`config.mk`:
```
export PLATFORM = sky130hd
export DESIGN_NAME = riscv_prefetch
export DESIGN_NICKNAME = d
export VERILOG_FILES = /design/src/rtl/riscv_pkg.sv /design/src/rtl/riscv_fifo.sv /design/src/rtl/riscv_prefetch.sv
export SDC_FILE = /design/constraint.sdc
export NUM_CORES = 1
export LEC_CHECK = 0
export BUFFER_PORTS_ARGS = -buffer_cell sky130_fd_sc_hd__buf_2
export CAP_MARGIN = 0
export CORE_MARGIN = 2
export CORE_UTILIZATION = 25
export CTS_CLUSTER_DIAMETER = 80
export DETAILED_ROUTE_END_ITERATION = 6
export SLEW_MARGIN = 20
export SYNTH_ARGS = -nofsm -noshare
export SYNTH_HDL_FRONTEND = slang
export SYNTH_SLANG_ARGS = --single-unit
```
`constraint.sdc`:
```
create_clock -name clk -period 3.1 [get_ports clk]
set_input_delay 0.155 -clock clk [delete_from_list [all_inputs] [get_ports clk]]
set_output_delay 0.155 -clock clk [all_outputs]
set_load 0.05 [all_outputs]
```
`src/rtl/riscv_pkg.sv`:
```
// Shared types for the instruction prefetch buffer: NOP encoding, FSM states
// and the {pc, instr} queue entry.
package riscv_pkg;

  localparam logic [31:0] NOP = 32'h0000_0013;

  typedef enum logic [1:0] {
    BOOT,
    RUN,
    DISCARD
  } pfState_e;

  typedef struct packed {
    logic [31:0] pc;
    logic [31:0] instr;
  } pfEntry_t;

endpackage

```
`src/rtl/riscv_fifo.sv`:
```
// Synchronous FIFO of prefetch entries with single-cycle flush.
// Push while full is legal only together with a pop.
module riscv_fifo
  import riscv_pkg::*;
#(
  parameter int DEPTH = 4,
  localparam int AW = $clog2(DEPTH),
  localparam int CW = AW + 1
) (
  input  logic          clk,
  input  logic          rst_n,
  input  logic          flush,
  input  logic          push,
  input  logic          pop,
  input  pfEntry_t      wdata,
  output pfEntry_t      rdata,
  output logic [CW-1:0] count
);

  logic [AW-1:0] wrPtr, rdPtr;
  pfEntry_t      mem [DEPTH];

  always_ff @(posedge clk or negedge rst_n) begin
    if (!rst_n) begin
      wrPtr <= '0;
      rdPtr <= '0;
      count <= '0;
    end else if (flush) begin
      wrPtr <= '0;
      rdPtr <= '0;
      count <= '0;
    end else begin
      if (push) wrPtr <= wrPtr + AW'(1);
      if (pop)  rdPtr <= rdPtr + AW'(1);
      count <= count + CW'(push) - CW'(pop);
    end
  end

  // Storage needs no reset; occupancy is tracked by the pointers.
  always_ff @(posedge clk) begin
    if (push && !flush) mem[wrPtr] <= wdata;
  end

  assign rdata = mem[rdPtr];

endmodule

```
`src/rtl/riscv_prefetch.sv`:
```
// Instruction prefetch buffer: issues sequential word reads, queues responses,
// flushes on redirect. Define RISCV_PREFETCH_BYPASS_EN for 0-cycle response bypass.
module riscv_prefetch
  import riscv_pkg::*;
#(
  parameter int DEPTH = 4
) (
  input  logic        clk,
  input  logic        rst_n,
  input  logic [31:0] i_boot_addr,
  input  logic        i_redirect,
  input  logic [31:0] i_redirect_target,
  input  logic        i_stall,
  output logic        o_valid,
  output logic [31:0] o_pc,
  output logic [31:0] o_instr,
  output logic        o_bus_req,
  output logic [31:0] o_bus_addr,
  input  logic        i_bus_gnt,
  input  logic        i_bus_rvalid,
  input  logic [31:0] i_bus_rdata
);

  localparam int CW = $clog2(DEPTH) + 1;

  pfState_e      state, stateNext;
  logic [31:0]   fetchPc, rspPc, target;
  logic [CW-1:0] outstanding, outstandingNext, discardCnt, discardNext, qCount;
  logic          reqBlock, gnt, rspAccept, pushCand, push, pop, qEmpty, bypass;
  pfEntry_t      head, wEntry;

  assign target = {i_redirect_target[31:2], 2'b00};
  assign qEmpty = (qCount == '0);

  // reqBlock holds the request low for the cycle right after a redirect.
  assign o_bus_req  = (state == RUN) && !reqBlock &&
                      (({1'b0, qCount} + {1'b0, outstanding}) < (CW+1)'(DEPTH));
  assign o_bus_addr = fetchPc;
  assign gnt        = o_bus_req && i_bus_gnt;

  assign rspAccept       = i_bus_rvalid && (state != BOOT) && (outstanding != '0);
  assign pushCand        = rspAccept && (discardCnt == '0) && !i_redirect;
  assign outstandingNext = outstanding + CW'(gnt) - CW'(rspAccept);

  always_comb begin
    discardNext = discardCnt;
    if (i_redirect && state != BOOT) discardNext = outstandingNext;
    else if (rspAccept && discardCnt != '0) discardNext = discardCnt - CW'(1);
  end

  always_comb begin
    stateNext = state;
    case (state)
      BOOT:         stateNext = RUN;
      RUN, DISCARD: stateNext = (discardNext != '0) ? DISCARD : RUN;
      default:      stateNext = BOOT;
    endcase
  end

  always_ff @(posedge clk or negedge rst_n) begin
    if (!rst_n) begin
      state       <= BOOT;
      fetchPc     <= '0;
      rspPc       <= '0;
      outstanding <= '0;
      discardCnt  <= '0;
      reqBlock    <= 1'b0;
    end else begin
      state       <= stateNext;
      outstanding <= outstandingNext;
      discardCnt  <= discardNext;
      reqBlock    <= i_redirect && (state != BOOT);
      if (state == BOOT) begin
        fetchPc <= i_boot_addr;
        rspPc   <= i_boot_addr;
      end else if (i_redirect) begin
        fetchPc <= target;
        rspPc   <= target;
      end else begin
        if (gnt)      fetchPc <= fetchPc + 32'd4;
        if (pushCand) rspPc   <= rspPc + 32'd4;
      end
    end
  end

`ifdef RISCV_PREFETCH_BYPASS_EN
  assign bypass = qEmpty && pushCand;
  assign push   = pushCand && !(bypass && !i_stall);
`else
  assign bypass = 1'b0;
  assign push   = pushCand;
`endif

  assign pop    = !qEmpty && !i_stall && !i_redirect;
  assign wEntry = {rspPc, i_bus_rdata};

  riscv_fifo #(.DEPTH(DEPTH)) uFifo (
    .clk   (clk),
    .rst_n (rst_n),
    .flush (i_redirect),
    .push  (push),
    .pop   (pop),
    .wdata (wEntry),
    .rdata (head),
    .count (qCount)
  );

  always_comb begin
    o_valid = 1'b0;
    o_pc    = '0;
    o_instr = NOP;
    if (!qEmpty) begin
      o_valid = 1'b1;
      o_pc    = head.pc;
      o_instr = head.instr;
    end else if (bypass) begin
      o_valid = 1'b1;
      o_pc    = rspPc;
      o_instr = i_bus_rdata;
    end
  end

endmodule

```
==> flow_summary.json, run 1 <==
{
  "status": "completed",
  "die_h_um": 245,
  "buffer_ports.inserted": 197,
  "synthMuxAreaShare": 0.0996,
  "synth_enable_flop_cells": 256,
  "antenna_found_initial": 0,
  "detailedPlacementHpwl_mm": 25.5,
  "final_cell_mix": "edfxtp_1 (256), buf_2 (196), a21oi_1 (82), dfrtp_1 (76), mux4_2 (64)",
  "worstSetupPathType": "reg -> reg",
  "place_ws_ns": -0.0618,
  "worstSetupStartpointType": "flip-flop",
  "grt_setup_unrepaired": "no",
  "hold_path_class": "in -> reg",
  "static-leakage-power_nw": 6.59,
  "design.die.area_um2": 60200,
  "globalplace.congestion": 0.777,
  "first_pass_grt_wire_length_mm": 58.4,
  "routed-via-count": 9668,
  "syn_avg_cell_area_um2": 14.8,
  "seqCellArea_um2": 9650,
  "timing.critical_path.arrival_ns": 3.32,
  "yosys.cell_types.count": 54,
  "fin_util": 0.318,
  "fin_nets": 1369,
  "crit_path_end_kind": "flip-flop",
  "insertion_delay_ns": 0.55,
  "grt_max_degree": 65,
  "timing.final.max_slew_violations": 0,
  "slew-limit-headroom": 0.416,
  "post-layout-total-power_mw": 16.7,
  "top_level_ports": 200,
  "synthesis.area_um2": 14600,
  "finalCritPeriodShare": 0.933,
  "data_required_time_of_the_worst_path_ns": 3.53,
  "setup-violations-final": 0,
  "hold_viol_final": 0,
  "core_area_um2": 57700,
  "synthesis.nets": 1107,
  "crit_path_max_fanout": 3,
  "cts-htree-levels": 2,
  "timing.max_cap.violations": 0,
  "postSynth.asyncResetShare": 0.234,
  "std_cell_rows": 88,
  "post_route_cells_drive_above_1_share": 0.289,
  "flow.area_growth_from_synthesis_pct": 25.8,
  "synth_simple_gate_area_share": 0.0939,
  "vdd_drop_max_mv": 0.620,
  "yosysTopAreaCellShare": 0.528,
  "setup_slack_ns": 0.208,
  "clock_tree_from_tritoncts": "done",
  "compound_cell_area_share_of_the_yosys_netlist": 0.0978,
  "detail-route-antenna-nets": 0,
  "power_density_nw_per_um2": 910,
  "wl_mm": 38.2,
  "via_per_inst": 4.74,
  "clockRootBuffer": "clkbuf_16",
  "clkSlewWorstSetupHoldPaths_ns": 0.06,
  "cts.sinks": 334,
  "floorplan.initialDensity": 0.253,
  "number_of_detailed_route_iterations_in_the_first_pass": 7,
  "numCtsBuffers": 36,
  "floorplan.die.width_um": 245,
  "post-route-min-period_ns": 2.89,
  "synth_area_leaders": "edfxtp_1 (53%), dfrtp_1 (13%), mux4_2 (9.9%), a21oi_1 (2.8%), and2_1 (2.8%)",
  "synth_cells": 986,
  "overflow": 0,
  "drt_iter0_drc": 635,
  "library_cell_with_the_largest_summed_area_after_synthesis": "edfxtp_1",
  "detailed_place.area_um2": 16700,
  "drc": 0,
  "worst_slew_pin_slew_ns": 0.876,
  "whs_ns": 0.0190,
  "timing.clock.skew_ns": 0.0256,
  "dominant_combinational_cell_family_by_area_after_synthesis": "multiplexers",
  "synth_xor_area_frac": 0.00696,
  "track_usage": 0.126,
  "max-clock-path-buffers": 3,
  "yosys_most_used_dff": "edfxtp_1",
  "yosysSeqAreaShare": 0.662,
  "routed_wire_length_per_instance_um": 18.7,
  "synth_warnings": 0,
  "multiInputGateArea_um2": 4650,
  "achievable-frequency_mhz": 346,
  "fin_area_um2": 18300,
  "adder_cell_area_share_of_the_yosys_netlist": 0.0173,
  "first_global_vias": 9791,
  "final.fill_count": 5736,
  "layout.cells.most_common": "edfxtp_1",
  "synth.ff_latch_count": 334
}
final cells by class:
class,count,share of cell area
multi-input cells,570,0.254
clock buffers,50,0.0526
clock inverters,14,0.00983
flip-flops and latches,334,0.526
well taps,765,0.0522
repair buffers,278,0.0995
diodes,1,0.000137
inverters,28,0.00587
power breakdown:
group	internal, mW	leakage, nW	switching [mW]
Clock	2.39	0.547	1.79
Sequential	5.50	3.32	0.813
Combinational	2.05	2.72	4.13
Total	9.94	6.59	6.74
kinds of logic after synthesis:
family                   after synthesis
AO/OA/AOI/OAI                        226
flip-flops                           334
AND/OR/NAND/NOR                      250
multiplexers                          65
adder cells (fa/ha/maj)               19
buffers and inverters                 82
XOR/XNOR                              10
timing repair:
item,4_1_cts,5_1_grt
setup buffers,0,1
hold endpoints to repair,201,0
endpoints found under the setup margin,1,64
pin swaps,1,4
hold buffers,46,0
gates resized for setup,0,5
sequential cells by signal (all words and copies together) (netlist names):
signal / cells
discardCnt: 3
reqBlock: 1
state: 2
uFifo.count: 3
uFifo.rdPtr: 2
rspPc: 31
outstanding: 3
o_bus_addr: 31
uFifo.mem: 256
uFifo.wrPtr: 2
Yosys cell counts (8+ instances only):
| library cell | number |
|---|---|
| a21oi_1 | 82 |
| a22o_1 | 10 |
| a22oi_1 | 24 |
| and2_1 | 65 |
| and3_1 | 9 |
| buf_1 | 8 |
| buf_2 | 8 |
| clkbuf_1 | 35 |
| dfrtp_1 | 78 |
| edfxtp_1 | 256 |
| ha_1 | 17 |
| inv_1 | 27 |
| mux4_2 | 64 |
| nand2_1 | 41 |
| nand2b_1 | 11 |
| nand3_1 | 22 |
| nand4_1 | 13 |
| nor2_1 | 33 |
| nor3_1 | 19 |
| o21ai_0 | 43 |
| o31ai_1 | 21 |
| o41ai_1 | 8 |
| xnor2_1 | 8 |
metal layers:
metal / wire, um / track usage / up-vias
li1: - / - / 4390
met1: 17500 / 0.174 / 4873
met2: 18100 / 0.206 / 361
met3: 2170 / 0.0223 / 44
met4: 551 / 0.0285 / 0
met5: 0 / 0 / -
stage by stage:
stage | TNS, ns | std cells
after floorplan | -0.0874 | 986
after global placement | 0 | 1928
after detailed placement | -0.0618 | 1928
after CTS | 0 | 2038
after global routing | 0 | 2039
final | 0 | 2040
final timing paths:
check	startpoint	endpoint	slack (ns)	cells past startpoint
min in group asynchronous	rst_n	o_bus_addr[11]	0.26	2
setup / recovery	uFifo.count[2]	state[0]	0.21	12
setup reg to reg	uFifo.count[2]	state[0]	0.21	12
max in group asynchronous	rst_n	rspPc[0]	2.04	3
hold reg to reg	rspPc[0]	uFifo.mem[3][32]	0.56	0
hold / removal	i_boot_addr[20]	o_bus_addr[20]	0.02	3
worst max-delay path, cell delays in order, from the launching register on:
cell and delay [ns]:
dfrtp_1 0.43, ha_4 0.23, nor4_2 0.29, and4_1 0.25, inv_1 0.07, ha_1 0.27
inv_1 0.04, ha_1 0.18, fa_1 0.36, xnor3_1 0.21, nor2_1 0.14, a31oi_2 0.08
o41ai_2 0.24
No activity file was read; power rests on OpenSTA's default activity.
==> inputs of run 2 (changes only) <==
CORE_ASPECT_RATIO = 1.5   (was unset)
CORE_MARGIN = unset   (was 2)
CORE_UTILIZATION = 52   (was 25)
PLACE_DENSITY = 0.76   (was unset)
==> run 2 against run 1 <==
  * Flip-flop and latch count is the same
  * Largest power group unchanged
  * Final area shrank 2.3%
  * Sequential share of layout area grew 1.2 points
  * Highest routed layer unchanged
  * Via count shrank 0.14%
  * The flow now finishes with violations (design-rule violations)
  * Global-route usage grew 10 points
==> flow_summary.json, run 2 (synthesis results as in run 1) <==
{
  "overflow": 0,
  "wl_mm": 32.2,
  "globalplace.congestion": 0.893,
  "hold_viol_final": 0,
  "first_pass_grt_wire_length_mm": 51.4,
  "final.fill_count": 1976,
  "critPathTopFamily": "adder cells",
  "std_cell_rows": 74,
  "floorplan.initialDensity": 0.532,
  "crit_path_max_fanout": 3,
  "worst_path_max_delay_cell": "dfrtp_1",
  "post-route-min-period_ns": 3.02,
  "power_density_nw_per_um2": 903,
  "drt_iter0_drc": 662,
  "worst_r2r_startpoint": "uFifo.count[2]",
  "cts.sinks": 334,
  "worstSetupPathType": "reg -> reg",
  "grt_setup_unrepaired": "yes",
  "worst_path_most_repeated_cell": "ha_1",
  "layout.cells.most_common": "edfxtp_1",
  "floorplan.die.width_um": 139,
  "static-leakage-power_nw": 6.64,
  "fin_util": 0.654,
  "slew-limit-headroom": 0.373,
  "flow.area_growth_from_synthesis_pct": 23.0,
  "clkSlewWorstSetupHoldPaths_ns": 0.07,
  "setup-violations-final": 0,
  "detail-route-antenna-nets": 0,
  "grt_max_degree": 67,
  "detailed_place.area_um2": 16100,
  "critical_path.n_buffers_inverters": 2,
  "hold_path_class": "in -> reg",
  "achievable-frequency_mhz": 331,
  "vdd_drop_max_mv": 0.632,
  "fin_nets": 1389,
  "crit_path_end_kind": "flip-flop",
  "clockRootBuffer": "clkbuf_16",
  "worstSetupStartpointType": "flip-flop",
  "insertedDiodeCount": 0,
  "largest_reg_flops": 256,
  "clock_tree_from_tritoncts": "done",
  "top_register": "uFifo.mem",
  "insertion_delay_ns": 0.55,
  "violations": "design-rule violations",
  "data_required_time_of_the_worst_path_ns": 3.54,
  "routed-via-count": 9654,
  "top_level_ports": 200,
  "detailedPlacementHpwl_mm": 19.9,
  "startpoint": "uFifo.count[2]",
  "worst_path_largest_cell_delay_ns": 0.41,
  "timing.clock.skew_ns": 0.00978,
  "design.die.area_um2": 28700,
  "routed_wire_length_per_instance_um": 19.7,
  "worstHoldStart": "i_boot_addr[6]",
  "drc": 12,
  "max-clock-path-buffers": 3,
  "timing.final.max_slew_violations": 0,
  "antenna_found_initial": 0,
  "via_per_inst": 5.91,
  "numCtsBuffers": 30,
  "finalCritPeriodShare": 0.974,
  "number_of_detailed_route_iterations_in_the_first_pass": 7,
  "worst_slew_pin_slew_ns": 0.940,
  "status": "finished, violations left",
  "post-layout-total-power_mw": 16.2,
  "first_global_vias": 9866,
  "final_cell_mix": "edfxtp_1 (256), buf_2 (196), a21oi_1 (82), dfrtp_1 (76), dlygate4sd3_1 (75)",
  "core_area_um2": 27400,
  "timing.max_cap.violations": 0,
  "cts-htree-levels": 1,
  "timing.critical_path.arrival_ns": 3.46,
  "crit_chain": "ha_1 > nor4_2 > and4_1 > inv_1 > ha_1 > inv_1 > ha_1 > fa_1 > xnor3_1 > nor2_1 > a31oi_2 > o41ai_1",
  "fin_area_um2": 17900,
  "buffer_ports.inserted": 197,
  "track_usage": 0.228,
  "post_route_cells_drive_above_1_share": 0.276,
  "die_h_um": 207
}
==> run 2: cell count changes in the layout (fill, tap and decap cells not counted), moves of 4 or more <==
cell,delta
bufinv_16,+4
clkbuf_1,-8
clkbuf_16,-5
clkinv_1,+5
dlygate4sd3_1,+29
==> run 2: final timing paths <==
| kind | end | slack [ns] | cells past startpoint |
|---|---|---|---|
| setup / recovery | state[0] | 0.08 | 12 |
| setup reg to reg | state[0] | 0.08 | 12 |
| max in group asynchronous | rspPc[24] | 2.04 | 3 |
| hold / removal | o_bus_addr[6] | 0.01 | 3 |
| min in group asynchronous | reqBlock | 0.26 | 2 |
| hold reg to reg | o_bus_addr[7] | 0.56 | 2 |
==> run 2: routing by layer <==
metal  part of all wire  global-route usage
met1               0.40               0.282
met2               0.53               0.415
met3              0.051              0.0266
met4              0.022              0.0728
met5                  0                   0
==> run 2: layout make-up <==
class / count / area, um2 / area share
Clock buffer: 36 / 795 / 0.0443
Clock inverter: 20 / 250 / 0.0140
Inverter: 28 / 105 / 0.00587
Multi-Input combinational cell: 570 / 4630 / 0.258
Sequential cell: 334 / 9640 / 0.538
Tap cell: 342 / 428 / 0.0239
Timing Repair Buffer: 304 / 2070 / 0.115
==> run 2: timing repair <==
action,in CTS,in global routing
hold buffers,75,0
pin swaps,2,1
buffers inserted,1,1
endpoints found under the setup margin,1,2
resized for setup,1,1
endpoints found under the hold margin,231,0
==> run 2: per-stage QoR <==
step | worst slack (ns) | instances | hold slack [ns] | setup TNS, ns
5_1_grt | -0.0830 | 1634 | 0.0265 | -0.238
3_5_place_dp | -0.0281 | 1501 | 0.334 | -0.0281
4_1_cts | 0.0501 | 1633 | 0.000606 | 0
2_1_floorplan | -0.0874 | 986 | -0.141 | -0.0874
3_3_place_gp | 0.0417 | 1501 | 0.324 | 0
6_report | 0.0801 | 1634 | 0.0111 | 0
==> run 2: report_power, final <==
part | switching, mW | internal (mW) | leakage (nW)
logic | 3.96 | 2.10 | 2.82
registers | 0.730 | 5.50 | 3.32
clock network | 1.56 | 2.32 | 0.498
total | 6.25 | 9.92 | 6.64
==> run 2: worst reg2reg max path: stages (launching register included) <==
cell and delay [ns]:
dfrtp_1 0.41, ha_1 0.20, nor4_2 0.28, and4_1 0.26, inv_1 0.07, ha_1 0.27, inv_1 0.04, ha_1 0.18
fa_1 0.36, xnor3_1 0.38, nor2_1 0.16, a31oi_2 0.08, o41ai_1 0.24
